### src/rtl/alu_control_sequencer.sv
// alu_control_sequencer: registered FSM that fetches and executes register-to-register ALU instructions on the datapath
//   clock, clear (async, active-high), run: control inputs; ir: datapath IR (opcode, Ra, Rb, Rc)
//   Rin/Rout: one-hot register strobes; PCout..LOin: datapath strobes; alu_op: one-hot ALU select
//   done: final execute state; illegal: T3 pulse on an undefined opcode
module alu_control_sequencer #(
  parameter int PC_INC_NONE = 0
) (
  input  logic        clock,
  input  logic        clear,
  input  logic        run,
  input  logic [31:0] ir,
  output logic [15:0] Rin,
  output logic [15:0] Rout,
  output logic        PCout,
  output logic        MARin,
  output logic        IncPC,
  output logic        Zin,
  output logic        PCin,
  output logic        Read,
  output logic        MDRin,
  output logic        MDRout,
  output logic        IRin,
  output logic        Yin,
  output logic        Zlowout,
  output logic        Zhighout,
  output logic        HIin,
  output logic        LOin,
  output logic [12:0] alu_op,
  output logic        done,
  output logic        illegal
);
  typedef enum logic [2:0] {IDLE, T0, T1, T2, T3, T4, T5, T6} state_t;
  state_t state, next;
  logic [4:0] op;
  logic [3:0] ra, rb, rc;
  logic legal, md, unary, unused;
  assign op = ir[31:27];
  assign ra = ir[26:23];
  assign rb = ir[22:19];
  assign rc = ir[18:15];
  assign unused = &{1'b0, ir[14:0]};
  assign legal = op >= 5'd3 && op <= 5'd15;
  assign md = op == 5'd12 || op == 5'd13;
  assign unary = op == 5'd14 || op == 5'd15;
  always_ff @(posedge clock or posedge clear)
    if (clear) state <= IDLE;
    else state <= next;
  always_comb begin
    next = state == IDLE ? (run ? T0 : IDLE) :
           state == T0 ? T1 :
           state == T1 ? T2 :
           state == T2 ? T3 :
           state == T3 ? (legal ? T4 : IDLE) :
           state == T4 ? T5 :
           state == T5 && md ? T6 :
           run ? T0 : IDLE;
    PCout = state == T0;
    MARin = state == T0;
    IncPC = state == T0 && PC_INC_NONE == 0;
    Zin = state == T0 || (state == T4 && legal);
    PCin = state == T1;
    Read = state == T1;
    MDRin = state == T1;
    MDRout = state == T2;
    IRin = state == T2;
    Yin = state == T3 && legal;
    Zlowout = state == T1 || (state == T5 && legal);
    Zhighout = state == T6;
    HIin = state == T6;
    LOin = state == T5 && legal && md;
    // MUL/DIV read Ra then Rb; the others read Rb then Rc, unary ops take only Y in T4
    Rout = state == T3 && legal ? 16'd1 << (md ? ra : rb) :
           state == T4 && legal && !unary ? 16'd1 << (md ? rb : rc) : 16'd0;
    Rin = state == T5 && legal && !md ? 16'd1 << ra : 16'd0;
    alu_op = state == T4 && legal ? 13'd1 << (op - 5'd3) : 13'd0;
    done = (state == T5 && legal && !md) || state == T6;
    illegal = state == T3 && !legal;
  end
endmodule
### config.mk
export PLATFORM = sky130hd
export DESIGN_NAME = alu_control_sequencer
export DESIGN_NICKNAME = d
export VERILOG_FILES = /design/src/rtl/alu_control_sequencer.sv
export SDC_FILE = /design/constraint.sdc
export NUM_CORES = 1
export LEC_CHECK = 0
export ABC_AREA = 0
export CAP_MARGIN = 0
export CORE_UTILIZATION = 25
export DETAILED_ROUTE_END_ITERATION = 16
export DONT_BUFFER_PORTS = 1
export PLACE_DENSITY = 0.35
export REMOVE_ABC_BUFFERS = 1
export SLEW_MARGIN = 20
export SYNTH_ARGS = -nofsm -noshare
export SYNTH_HDL_FRONTEND = slang
export SYNTH_SLANG_ARGS = --single-unit
### constraint.sdc
create_clock -name clock -period 3.05 [get_ports clock]
set_input_delay 0.4575 -clock clock [delete_from_list [all_inputs] [get_ports clock]]
set_output_delay 0.4575 -clock clock [all_outputs]
set_load 0.03 [all_outputs]
==> results of run 1 <==
==> what timing repair did <==
item	4_1_cts	5_1_grt
endpoints found under the hold margin	0	2
hold buffers	0	1
setup endpoints to repair	0	0
==> area by class of cell <==
| cell class | count | area, sq um |
|---|---|---|
| Clock buffer | 4 | 45.0 |
| Fill cell | 455 | 2660 |
| Inverter | 8 | 30.0 |
| Multi-Input combinational cell | 146 | 905 |
| Sequential cell | 3 | 75.1 |
| Tap cell | 50 | 62.6 |
| Timing Repair Buffer | 45 | 340 |
==> routing by layer <==
layer	wire length, um	up-vias	part of all wire
li1	-	703	-
met1	1570	652	0.43
met2	1810	52	0.49
met3	271	0	0.074
met4	0	0	0
met5	0	-	0
==> report_power, final <==
group	leakage [nW]	internal (mW)	switching [mW]
combinational	0.582	0.123	0.272
sequential	0.0375	0.0584	0.0412
clock	0.0228	0.0890	0.0244
==> cells by family after synthesis <==
group / count (synthesis)
compound gates: 40
xor+xnor: 1
fa+ha+maj: 2
buf+inv: 25
flops: 3
mux: 3
simple gates: 100
==> final timing paths <==
path	slack (ns)	from	cells past startpoint	to
max in group asynchronous	2.37	clear	2	state[0]$_DFF_PP0_
worst min-delay path	0.45	run	2	state[0]$_DFF_PP0_
worst min register to register	0.66	state[0]$_DFF_PP0_	1	state[0]$_DFF_PP0_
worst max-delay path	0.35	state[1]$_DFF_PP0_	5	Rout[13]
worst max register to register	1.58	state[1]$_DFF_PP0_	3	state[0]$_DFF_PP0_
min in group asynchronous	0.55	clear	2	state[1]$_DFF_PP0_
==> Yosys cell counts (2+ instances only) <==
| master | count |
|---|---|
| nor4_1 | 4 |
| and2_1 | 4 |
| mux2i_1 | 3 |
| o21ai_0 | 4 |
| ha_1 | 2 |
| inv_1 | 8 |
| o2bb2ai_1 | 4 |
| or3_1 | 2 |
| nand3_1 | 4 |
| and2b_1 | 2 |
| a21o_1 | 2 |
| nand2b_1 | 10 |
| dfrtp_1 | 3 |
| and3b_1 | 3 |
| nand3b_1 | 4 |
| and3_1 | 2 |
| nor3b_1 | 3 |
| buf_1 | 2 |
| a31oi_1 | 6 |
| buf_4 | 6 |
| nor2_1 | 29 |
| buf_6 | 2 |
| o22ai_1 | 13 |
| nand2_1 | 9 |
| nor4b_1 | 2 |
| nor3_1 | 9 |
| nand4_1 | 2 |
| a21oi_1 | 4 |
| clkbuf_1 | 6 |
==> cells in the final DEF, fill, tap and decap left out, drive strengths merged, types with 4 or more instances in the layout <==
master,Yosys,final
a21oi,4,4
a31oi,6,6
and2,4,4
buf,11,44
clkbuf,6,4
inv,8,8
nand2,9,9
nand2b,10,10
nand3,4,4
nand3b,4,4
nor2,29,29
nor3,9,9
nor4,4,4
o21ai,4,4
o22ai,13,13
o2bb2ai,4,4
==> through the flow <==
step	cell area, sq um	util	power (mW)
2_1_floorplan	1000	-	0.404
3_3_place_gp	1400	0.341	0.490
3_5_place_dp	1400	0.341	0.493
4_1_cts	1450	0.352	0.612
5_1_grt	1460	0.354	0.652
6_report	1460	0.354	0.608
==> worst max-delay path, stage by stage (launching register included) <==
cell and delay, ns:
dfrtp_1 0.50, or3b_1 0.41, or3_4 0.37, or2_1 0.32, o22ai_1 0.22, buf_4 0.19
==> results.py, run 1 <==
metrics = {
    "outcome": {
        "run_status": "completed",
    },
    "synth": {
        "netlist_top_cells_area": "nor2_1, o22ai_1, dfrtp_1, nand2b_1, nor3_1",
        "async_reset_ff_frac": 1.00,
        "synth_top_family_by_area": "simple AND/OR/NAND/NOR gates",
        "synthCells": 174,
        "synthFlopType": "dfrtp_1",
        "synth_seq_cells": 3,
        "ys_seq_area_frac": 0.0678,
        "synth-xor-area-share": 0.00791,
        "yosys.cell_types.count": 49,
        "synth_area_leader_cell": "nor2_1",
        "synth_edf_count": 0,
        "synth-compound-area-share": 0.242,
        "yosys.area_share.simple": 0.513,
        "muxShareOfSynthArea": 0.0271,
        "syn_avg_cell_area_sq_um": 6.36,
        "yosysWarnings": 0,
        "synth_area_sq_um": 1110,
        "synth_top_cell_area_share": 0.0983,
        "synthAdderAreaFrac": 0.0226,
    },
    "worst_setup_path": {
        "crit_path_max_fanout": 13,
        "start_kind": "flip-flop",
        "crit_required_ns": 2.59,
        "endpoint_kind": "output port",
        "cp.arrival_ns": 2.24,
        "crit_type": "reg2out",
    },
    "global_routing": {
        "grt_use_met3": 0.0197,
        "grt_pass1_wl_um": 5550,
        "busiest_layer": "met2",
        "met1_usage": 0.202,
        "gr-total-overflow": 0,
        "use_met2": 0.250,
        "grt_usage": 0.150,
        "antenna_found_initial": 0,
        "grt_max_degree": 16,
        "grt_pass1_vias": 1234,
    },
    "timing": {
        "finalClockSkew_ns": 0.000625,
        "setup_viol": 0,
        "max_freq_mhz": 370,
        "fin_ws_ns": 0.351,
        "maxSlewViolCount": 0,
        "hold_violations": 0,
        "period_minus_slack_ns": 2.70,
        "timing.slew.headroom": 0.569,
        "period_share": 0.885,
        "finalSetupTns_ns": 0,
        "fin_hold_ws_ns": 0.448,
        "worstMarginPinSlew_ns": 0.649,
        "rsz0062_at_grt": "no",
    },
    "finish": {
        "antenna_cells": 0,
        "syn2layout_area_growth_pct": 31.6,
        "largestRegisters": "state: 3 flops",
        "drive_gt1_frac": 0.252,
        "final_cells": 256,
        "nets": 244,
        "regMostFlops": "state",
        "largest_reg_flops": 3,
    },
    "power_and_ir_drop": {
        "ir_drop_mv": 0.493,
        "powerDensity_nw_per_um2": 417,
        "p_leak_nw": 0.642,
    },
    "drt": {
        "drt_first_pass_iters": 4,
        "vias_per_cell": 5.50,
        "post_drt_wl_per_cell_um": 14.2,
        "wl_um": 3650,
        "dr.first_iter.drc_count": 53,
        "ant_nets": 0,
        "vias": 1407,
        "drc": 0,
    },
    "floorplan": {
        "dieArea_sq_um": 4700,
        "core.rowCount": 23,
        "core_sq_um": 4120,
        "die_h_um": 68.6,
        "start_util": 0.269,
        "io_pins": 96,
        "die_w_um": 68.6,
    },
    "placed_design": {
        "place_ws_ns": 0.592,
        "io_buffers": 0,
        "dp_hpwl_um": 2980,
        "dp_cells": 251,
        "place_congestion": 0.810,
    },
    "clock_tree": {
        "ctsResizeCount": 0,
        "cts_setup_buffers": 0,
        "htree_num_levels": 1,
        "cts.clk_slew.worst_paths_ns": 0.03,
        "cts_buffers": 3,
        "cts_tree": "yes",
        "clkLatencyLatePin_ns": 0.21,
        "root_buffer": "clkbuf_8",
        "clk_path_buf_depth": 2,
        "cts.sinks": 3,
    },
    "min_path": {
        "min_path_type": "in2reg",
    },
    "job": {
        "maxCapViolCount": 0,
    },
}
Power figures use the tool's default switching activity.
==> inputs of run 2 (changes only) <==
- GPL_ROUTABILITY_DRIVEN: unset -> 0
==> results of run 2 <==
No change in the layout: final DEF, timing and power equal those of run 1.
